## config.mk

```make
export PLATFORM = sky130hd
export DESIGN_NAME = axi_rr_master_arbiter
export DESIGN_NICKNAME = d
export VERILOG_FILES = /design/src/rtl/axi_rr_master_arbiter.sv
export SDC_FILE = /design/constraint.sdc
export NUM_CORES = 1
export LEC_CHECK = 0
export CAP_MARGIN = 0
export CORE_MARGIN = 1.5
export CORE_UTILIZATION = 45
export CTS_BUF_LIST = sky130_fd_sc_hd__clkbuf_4 sky130_fd_sc_hd__clkbuf_8 sky130_fd_sc_hd__clkbuf_16
export DETAILED_ROUTE_END_ITERATION = 12
export PLACE_DENSITY = 0.75
export SYNTH_ARGS = -nofsm -noshare
export SYNTH_HDL_FRONTEND = slang
export SYNTH_SLANG_ARGS = --single-unit
```

## constraint.sdc

```tcl
create_clock -name clk -period 2.93 [get_ports clk]
set_input_delay 0.4395 -clock clk [delete_from_list [all_inputs] [get_ports clk]]
set_output_delay 0.4395 -clock clk [all_outputs]
set_load 0.005 [all_outputs]
```

## src/rtl/axi_rr_master_arbiter.sv

```systemverilog
// AXI4 master-side arbiter: AW/AR grant selection, W grant-order FIFO,
// and ID-based B/R routing for the shared bus muxes.

module axi_arb_chan_stage #(
   parameter int M_NUM    = 4,
   parameter int M_WIDTH  = 2,
   parameter int ARB_MODE = 1
) (
   input  logic               clk,
   input  logic               rst,
   input  logic [M_NUM-1:0]   req,
   input  logic               block,
   input  logic               bus_valid,
   input  logic               bus_ready,
   output logic [M_WIDTH-1:0] sel,
   output logic               sel_valid
);

   typedef enum logic {
      ST_OPEN,
      ST_LOCK
   } state_t;

   state_t             state;
   logic [M_WIDTH-1:0] sel_q;
   logic [M_WIDTH-1:0] last_q;
   logic [M_WIDTH-1:0] winner;
   logic [M_WIDTH-1:0] idx_w;
   int                 idx;
   logic               any_req;
   logic               locked;
   logic               hs;

   assign any_req = |req;
   assign locked  = (state == ST_LOCK);

   // Scan from farthest to nearest so the nearest requester overwrites
   always_comb begin
      winner = sel_q;
      idx    = 0;
      idx_w  = '0;
      if (ARB_MODE == 0) begin
         for (int i = M_NUM - 1; i >= 0; i--) begin
            idx_w = M_WIDTH'(i);
            if (req[idx_w])
               winner = idx_w;
         end
      end else begin
         for (int i = M_NUM; i >= 1; i--) begin
            idx = int'(last_q) + i;
            if (idx >= M_NUM)
               idx = idx - M_NUM;
            idx_w = M_WIDTH'(idx);
            if (req[idx_w])
               winner = idx_w;
         end
      end
   end

   always_comb begin
      sel = sel_q;
      if (rst)
         sel = '0;
      else if (!locked && any_req)
         sel = winner;
   end

   assign sel_valid = !rst && (any_req || locked) && !block;
   assign hs        = sel_valid && bus_valid && bus_ready;

   always_ff @(posedge clk or posedge rst) begin
      if (rst) begin
         state  <= ST_OPEN;
         sel_q  <= '0;
         last_q <= M_WIDTH'(M_NUM - 1);
      end else begin
         sel_q <= sel;
         if (hs) begin
            state  <= ST_OPEN;
            last_q <= sel;
         end else if (sel_valid && bus_valid) begin
            state <= ST_LOCK;
         end
      end
   end

endmodule

module axi_wr_order_fifo_stage #(
   parameter int DEPTH = 4,
   parameter int W     = 2
) (
   input  logic         clk,
   input  logic         rst,
   input  logic         push,
   input  logic [W-1:0] push_data,
   input  logic         pop,
   output logic [W-1:0] head,
   output logic         empty,
   output logic         full
);

   localparam int PW = (DEPTH > 1) ? $clog2(DEPTH) : 1;

   logic [W-1:0]  mem [DEPTH];
   logic [PW-1:0] wr_ptr;
   logic [PW-1:0] rd_ptr;
   logic [PW:0]   count;

   assign full  = (count == (PW+1)'(DEPTH));
   assign empty = (count == '0);
   assign head  = mem[rd_ptr];

   // Pointers wrap naturally because DEPTH is a power of two
   always_ff @(posedge clk or posedge rst) begin
      if (rst) begin
         wr_ptr <= '0;
         rd_ptr <= '0;
         count  <= '0;
         for (int i = 0; i < DEPTH; i++)
            mem[i] <= '0;
      end else begin
         if (push) begin
            mem[wr_ptr] <= push_data;
            wr_ptr      <= wr_ptr + 1'b1;
         end
         if (pop)
            rd_ptr <= rd_ptr + 1'b1;
         unique case ({push, pop})
            2'b10:   count <= count + 1'b1;
            2'b01:   count <= count - 1'b1;
            default: count <= count;
         endcase
      end
   end

endmodule

module axi_rr_master_arbiter #(
   parameter int M_NUM         = 4,
   parameter int M_WIDTH       = (M_NUM > 1) ? $clog2(M_NUM) : 1,
   parameter int M_ID          = 2,
   parameter int ARB_MODE      = 1,
   parameter int WR_FIFO_DEPTH = 4
) (
   input  logic                    clk,
   input  logic                    rst,
   input  logic [M_NUM-1:0]        MASTER_WR_ADDR_VALID,
   input  logic [M_NUM-1:0]        MASTER_RD_ADDR_VALID,
   input  logic                    BUS_WR_ADDR_VALID,
   input  logic                    BUS_WR_ADDR_READY,
   input  logic                    BUS_WR_DATA_VALID,
   input  logic                    BUS_WR_DATA_READY,
   input  logic                    BUS_WR_DATA_LAST,
   input  logic [M_ID+M_WIDTH-1:0] BUS_WR_BACK_ID,
   input  logic                    BUS_RD_ADDR_VALID,
   input  logic                    BUS_RD_ADDR_READY,
   input  logic [M_ID+M_WIDTH-1:0] BUS_RD_BACK_ID,
   output logic [M_WIDTH-1:0]      wr_addr_master_sel,
   output logic                    wr_addr_sel_valid,
   output logic [M_WIDTH-1:0]      wr_data_master_sel,
   output logic                    wr_data_sel_valid,
   output logic [M_WIDTH-1:0]      wr_resp_master_sel,
   output logic [M_WIDTH-1:0]      rd_addr_master_sel,
   output logic                    rd_addr_sel_valid,
   output logic [M_WIDTH-1:0]      rd_data_master_sel
);

   logic fifo_full;
   logic fifo_empty;
   logic aw_push;
   logic w_pop;

   axi_arb_chan_stage #(
      .M_NUM    (M_NUM),
      .M_WIDTH  (M_WIDTH),
      .ARB_MODE (ARB_MODE)
   ) u_aw (
      .clk       (clk),
      .rst       (rst),
      .req       (MASTER_WR_ADDR_VALID),
      .block     (fifo_full),
      .bus_valid (BUS_WR_ADDR_VALID),
      .bus_ready (BUS_WR_ADDR_READY),
      .sel       (wr_addr_master_sel),
      .sel_valid (wr_addr_sel_valid)
   );

   axi_arb_chan_stage #(
      .M_NUM    (M_NUM),
      .M_WIDTH  (M_WIDTH),
      .ARB_MODE (ARB_MODE)
   ) u_ar (
      .clk       (clk),
      .rst       (rst),
      .req       (MASTER_RD_ADDR_VALID),
      .block     (1'b0),
      .bus_valid (BUS_RD_ADDR_VALID),
      .bus_ready (BUS_RD_ADDR_READY),
      .sel       (rd_addr_master_sel),
      .sel_valid (rd_addr_sel_valid)
   );

   assign aw_push = wr_addr_sel_valid && BUS_WR_ADDR_VALID
                 && BUS_WR_ADDR_READY;
   assign w_pop   = !fifo_empty && BUS_WR_DATA_VALID
                 && BUS_WR_DATA_READY && BUS_WR_DATA_LAST;

   axi_wr_order_fifo_stage #(
      .DEPTH (WR_FIFO_DEPTH),
      .W     (M_WIDTH)
   ) u_wfifo (
      .clk       (clk),
      .rst       (rst),
      .push      (aw_push),
      .push_data (wr_addr_master_sel),
      .pop       (w_pop),
      .head      (wr_data_master_sel),
      .empty     (fifo_empty),
      .full      (fifo_full)
   );

   assign wr_data_sel_valid  = !fifo_empty;
   assign wr_resp_master_sel = BUS_WR_BACK_ID[M_ID +: M_WIDTH];
   assign rd_data_master_sel = BUS_RD_BACK_ID[M_ID +: M_WIDTH];

endmodule

```

==> reports/qor.csv, run 1 <==
metric,value,unit
cts.clk_slew.worst_paths,130,ps
drtPass1Iterations,4,
timing_hold_violations_final,0,
ys_types,43,
cts_htree_levels,1,
hpwl,2.51,mm
grt-ovfl-total,0,
start_util,47.8,%
period_minus_slack,2820,ps
syn2layout_area_growth,27.4,%
fmax,355,MHz
synth_area,1470,sq um
routed_wirelength,3.22,mm
drc,0,
die_w,60.2,microns
numCtsBuffers,3,
tritoncts,done,
drv_slew,0,
nets,216,
slew_headroom,67.8,%
grt_pass1_wl,5.41,mm
track_usage,19.6,%
port_buffers,25,
rows,20,
ctsHoldBuffers,0,
crit_arrival,2380,ps
crit_fanout,6,
gp_congestion,0.808,
grt_pass1_vias,1251,
power,0.00129,W
place_area,1800,sq um
design_area,1870,sq um
leakagePower,0.827,nW
power_density,689,nW/um^2
drive_gt1_share,14.7,%
rsz0062_at_grt,yes,
post-route-util,60.9,%
antenna_cells,0,
drt-vias-per-instance,5.39,
worst-setup-path-type,in2out,
setup_viol,0,
pin_count,38,
ir_drop,0.000366,V
cts_buffer_depth,2,
drtAntennaViolNets,0,
nFillCells,285,
synth_cells,151,
ys_ff_latch,25,
tightestPinTransition,483,ps
startpoint_type,input pin,
cts-root-buf,clkbuf_4,
dieArea,3620,sq um
status,"complete, no violations",
clock_latency,320,ps
routedWlPerCell,14.1,microns
finalCritPeriodShare,96.1,%
core,3080,sq um
vias,1229,
drtIter0Drc,73,
yosys_warnings,0,
worstPathRequired,2490,ps
final_cell_mix,"21 x clkdlybuf4s50_1, 21 x dfrtp_1, 17 x nand2_1, 16 x o21ai_0, 14 x inv_1",
hp-class,reg2reg,
antenna_found_initial,0,
syn-num-nets,182,
crit_path_end_kind,output pin,
hold_slack,503,ps
grt_max_degree,26,
syn_avg_cell_area,9.74,sq um
tns,0,ps
fp.dieH,60.2,microns
drv_cap,0,
fin_skew,1.07,ps
cts_sinks,25,
seq_area_frac_synth,42.9,%
-- layout make-up --
cell class / instances / area [sq um] / share of cell area [%]
Clock buffer: 3 / 22.5 / 1.20
Clock inverter: 1 / 5.00 / 0.267
Inverter: 14 / 52.6 / 2.80
Multi-Input combinational cell: 105 / 769 / 41.1
Sequential cell: 25 / 631 / 33.6
Tap cell: 44 / 55.1 / 2.94
Timing Repair Buffer: 36 / 339 / 18.1
-- metrics by stage --
stage | instances | worst slack (ps)
2_1_floorplan | 151 | 675
5_1_grt | 228 | -46.4
3_5_place_dp | 222 | -125
4_1_cts | 226 | 33.0
3_3_place_gp | 222 | -24.2
6_report | 228 | 115
-- synthesized netlist by cell type, drive strengths merged --
library cell	number	area (sq um)
ha	5	62.6
mux2	5	56.3
mux2i	3	30.0
mux4	2	45.0
fa	1	20.0
a311o	1	10.0
nor2b	1	6.26
o21bai	1	7.51
xor2	3	26.3
nor3	3	15.0
a211oi	1	7.51
inv	14	52.6
nand3	1	5.00
a21boi	2	15.0
a31oi	1	6.26
nand4	1	6.26
o21a	1	7.51
nor4b	2	17.5
nor3b	1	7.51
and4	1	8.76
a21oi	7	35.0
xnor2	3	26.3
nand2b	3	18.8
dfstp	4	105
a311oi	1	8.76
buf	5	35.0
a2111oi	1	27.5
o22ai	1	6.26
nor2	11	41.3
nor4	2	18.8
o2111ai	2	17.5
o21ai	16	80.1
dfrtp	21	526
nand2	17	63.8
clkbuf	2	7.51
a211o	1	8.76
or3	1	6.26
nor4bb	1	10.0
o221ai	1	8.76
o31ai	1	7.51
-- worst max-delay path, stage by stage --
cell and delay, ps:
clkdlybuf4s50_1 590, nand2b_1 110, a21oi_1 150, a311oi_1 60, nor4bb_1 420, nor3_1 130, clkdlybuf4s50_1 480
-- worst paths after layout --
| kind | startpoint | to | slack [ps] | cells after the start |
|---|---|---|---|---|
| min reg2reg | u_wfifo.count[2] | u_wfifo.count[2] | 500 | 1 |
| max in group asynchronous | rst | u_ar.last_q[1] | 2110 | 3 |
| max | MASTER_RD_ADDR_VALID[2] | rd_addr_master_sel[0] | 110 | 7 |
| max reg2reg | u_wfifo.count[0] | u_wfifo.count[2] | 700 | 9 |
| min | u_wfifo.count[2] | u_wfifo.count[2] | 500 | 1 |
| min in group asynchronous | rst | u_aw.sel_q[1] | 540 | 3 |
-- what timing repair did --
action                     CTS  global route
pin swaps                    0             1
hold endpoints to repair     0             0
gates resized for setup      3             6
setup endpoints to repair    2             3
buffers inserted             0             2
-- state kept, by name, summed over array words and instances (netlist names), 2 cells and up --
signal / flops
u_wfifo.mem: 8
u_wfifo.count: 3
u_ar.last_q: 2
u_ar.sel_q: 2
u_aw.last_q: 2
u_aw.sel_q: 2
u_wfifo.rd_ptr: 2
u_wfifo.wr_ptr: 2
-- cell families (layout without fill, tap and decap cells) --
| logic type | after synthesis | count (layout) | synth area share [%] |
|---|---|---|---|
| and+or+nand+nor | 45 | 45 | 15.3 |
| xor gates and xnor gates | 6 | 6 | 3.57 |
| DFF | 25 | 25 | 42.9 |
| muxes | 10 | 10 | 8.93 |
| buffers and inverters | 21 | 54 | 6.46 |
| AOI/OAI and AO/OA | 38 | 38 | 17.3 |
| adders and majority gates | 6 | 6 | 5.61 |
-- power by group --
part / switching (W) / internal [W]
Sequential: 0.000133 / 0.000486
Combinational: 0.000232 / 0.000289
Clock: 0.0000998 / 0.0000512
-- per-layer routing --
metal  wire length (microns)  global-route usage (%)  share of wire [%]
met5                       0                       0                  0
met4                      46                    5.71                1.4
met3                     131                    1.30                4.1
met2                    1690                    37.0                 52
met1                    1350                    23.6                 42
(Power assumes the default switching activity.)
==> run 2: changes to the inputs <==
--- a/config.mk
+++ b/config.mk
@@ -7,10 +7,10 @@
 export LEC_CHECK = 0
 export CAP_MARGIN = 0
 export CORE_MARGIN = 1.5
-export CORE_UTILIZATION = 45
-export CTS_BUF_LIST = sky130_fd_sc_hd__clkbuf_4 sky130_fd_sc_hd__clkbuf_8 sky130_fd_sc_hd__clkbuf_16
+export CORE_UTILIZATION = 50
+export CTS_BUF_LIST = sky130_fd_sc_hd__clkbuf_4 sky130_fd_sc_hd__clkbuf_8
 export DETAILED_ROUTE_END_ITERATION = 12
-export PLACE_DENSITY = 0.75
+export PLACE_DENSITY = 0.82
 export SYNTH_ARGS = -nofsm -noshare
 export SYNTH_HDL_FRONTEND = slang
 export SYNTH_SLANG_ARGS = --single-unit
==> run 2 against run 1 <==
  * Final cell count fell by 7.5%
  * Critical endpoint is now wr_addr_master_sel[0]
  * Non-clock buffer count fell by 4
  * Total power fell by 0.52%
  * First-iteration DRC count fell by 16%
  * Sequential power barely moved
  * Register-to-register slack improved by 50 ps
  * Largest cell class unchanged
  * Global-route usage rose by 1.1 points
  * Clock skew rose by 10 ps
  * Worst hold slack got worse by 8.2 ps
  * Clock power fell by 3%
  * Sequential share of layout area rose by 1.0 points
==> reports/qor.csv, run 2 (synthesis gave the netlist of run 1 again) <==
metric,value,unit
cts.clk_slew.worst_paths,120,ps
fp.dieH,57.2,microns
antenna_found_initial,0,
rows,19,
grt_max_degree,26,
holdPathEnd,u_wfifo.count[2],
cts_htree_levels,1,
timing_hold_violations_final,0,
reg2reg_from,u_wfifo.count[0],
tritoncts,done,
mostFrequentLayoutCell,clkdlybuf4s50_1,
crit_path_end_kind,output pin,
swShare,35.8,%
drc,0,
setup_viol,0,
largest_reg_flops,8,
drv_cap,0,
gp_congestion,0.942,
hold_depth,1,
grt_util_met3,2.27,%
leakagePower,0.795,nW
period_minus_slack,2810,ps
intPower,0.000825,W
port_buffers,25,
grt_pass1_wl,5.36,mm
worst-setup-path-type,in2out,
grt.met2_usage,36.6,%
crit_arrival,2370,ps
hp-class,reg2reg,
startpoint_type,input pin,
nFillCells,228,
tightestPinTransition,455,ps
post_cts_resized,0,
start_util,52.9,%
grt_use_met1,26.8,%
p_switching,0.000460,W
syn2layout_area_growth,23.6,%
drv_slew,0,
r2r-end,u_wfifo.count[2],
numCtsBuffers,3,
drive_gt1_share,11.7,%
nets,212,
rrSetupSlack,750,ps
ir_drop,0.000656,V
tns,0,ps
grt-ovfl-total,0,
busiest_layer,met2,
ctsHoldBuffers,0,
grt_pass1_vias,1217,
pin_count,38,
pwr-share-comb,40.2,%
crit_fanout,7,
hpwl,2.39,mm
core,2780,sq um
postCtsSetupBuffers,0,
vias,1212,
fmax,356,MHz
finalCritPeriodShare,95.8,%
rsz0062_at_grt,yes,
drt-vias-per-instance,5.74,
pre_cts_ws,50.2,ps
routedWlPerCell,14.5,microns
slew_headroom,69.6,%
die_w,57.2,microns
dieArea,3280,sq um
power_density,707,nW/um^2
cts_buffer_depth,2,
clock_latency,320,ps
status,"complete, no violations",
antenna_cells,0,
largest_registers,"u_wfifo.mem: 8 flops, u_wfifo.count: 3 flops",
drtIter0Drc,61,
worstRegToRegCells,9,
p_clk_share,11.5,%
cts_sinks,25,
drtAntennaViolNets,0,
place_area,1770,sq um
setup_slack,122,ps
power_frac_seq,48.3,%
top_register,u_wfifo.mem,
drtPass1Iterations,4,
design_area,1820,sq um
fin_skew,11.4,ps
track_usage,20.7,%
min_from,u_wfifo.count[2],
routed_wirelength,3.06,mm
final_cell_mix,"23 x clkdlybuf4s50_1, 21 x dfrtp_1, 17 x nand2_1, 15 x o21ai_0, 14 x inv_1",
worstPathRequired,2490,ps
cts-root-buf,clkbuf_4,
-- run 2: cell types whose count changed in the layout (fill, tap and decap cells not counted), sizes merged --
cell | before | now
buf | 11 | 7
clkdlybuf4s50 | 21 | 23
dlymetal6s2s | 3 | 2
dlygate4sd2 | 1 | 0
-- run 2: power by group through the flow --
stage                     sequential, W  clock (W)  combinational [W]
after floorplan                0.000563          0           0.000364
after global placement         0.000610          0           0.000483
after detailed placement       0.000625          0           0.000518
after CTS                      0.000617   0.000152           0.000522
after global routing           0.000639   0.000169           0.000576
final                          0.000621   0.000147           0.000517
-- run 2: worst max-delay path: stages --
cell and delay (ps):
clkdlybuf4s50_1 630, inv_1 80, o21ai_0 160, o2111ai_1 160, a311o_1 320, inv_1 90, clkdlybuf4s50_1 500
-- run 2: layout make-up --
cell class / instances / area [sq um] / area share [%]
Tap cell: 31 / 38.8 / 2.13
Sequential cell: 25 / 631 / 34.7
Multi-Input combinational cell: 105 / 761 / 41.8
Timing Repair Buffer: 32 / 308 / 16.9
Clock buffer: 3 / 22.5 / 1.24
Inverter: 14 / 52.6 / 2.89
Clock inverter: 1 / 5.00 / 0.275
-- run 2: routing by layer --
layer,share of wire [%],vias to the layer above
met5,0,-
met4,1.1,0
met3,3.4,5
met2,54,28
met1,41,590
li1,-,589
-- run 2: through the flow --
step | hold WS (ps) | power [W] | cells | utilization (%)
2_1_floorplan | 445 | 0.000926 | 151 | -
3_3_place_gp | 462 | 0.00109 | 207 | 63.7
3_5_place_dp | 478 | 0.00114 | 207 | 63.7
4_1_cts | 495 | 0.00129 | 211 | 64.6
5_1_grt | 508 | 0.00138 | 211 | 65.4
6_report | 495 | 0.00128 | 211 | 65.4
-- run 2: worst max path at each step --
| stage | startpoint | endpoint | depth (start not counted) |
|---|---|---|---|
| 2_1_floorplan | MASTER_WR_ADDR_VALID[0] | u_wfifo.count[2] | 9 |
| 3_3_place_gp | MASTER_RD_ADDR_VALID[3] | rd_addr_master_sel[0] | 6 |
| 3_5_place_dp | MASTER_WR_ADDR_VALID[1] | u_wfifo.count[2] | 11 |
| 4_1_cts | MASTER_RD_ADDR_VALID[3] | rd_addr_master_sel[0] | 6 |
| 5_1_grt | MASTER_RD_ADDR_VALID[1] | rd_addr_master_sel[0] | 6 |
| 6_report | MASTER_WR_ADDR_VALID[3] | wr_addr_master_sel[0] | 7 |
==> run 3: changes to the inputs <==
--- a/config.mk
+++ b/config.mk
@@ -9,6 +9,7 @@
 export CORE_MARGIN = 1.5
 export CORE_UTILIZATION = 50
 export CTS_BUF_LIST = sky130_fd_sc_hd__clkbuf_4 sky130_fd_sc_hd__clkbuf_8
+export CTS_CLUSTER_SIZE = 8
 export DETAILED_ROUTE_END_ITERATION = 12
 export PLACE_DENSITY = 0.82
 export SYNTH_ARGS = -nofsm -noshare
==> results of run 3 <==
Final layout, timing and power as in run 2 (identical DEF).
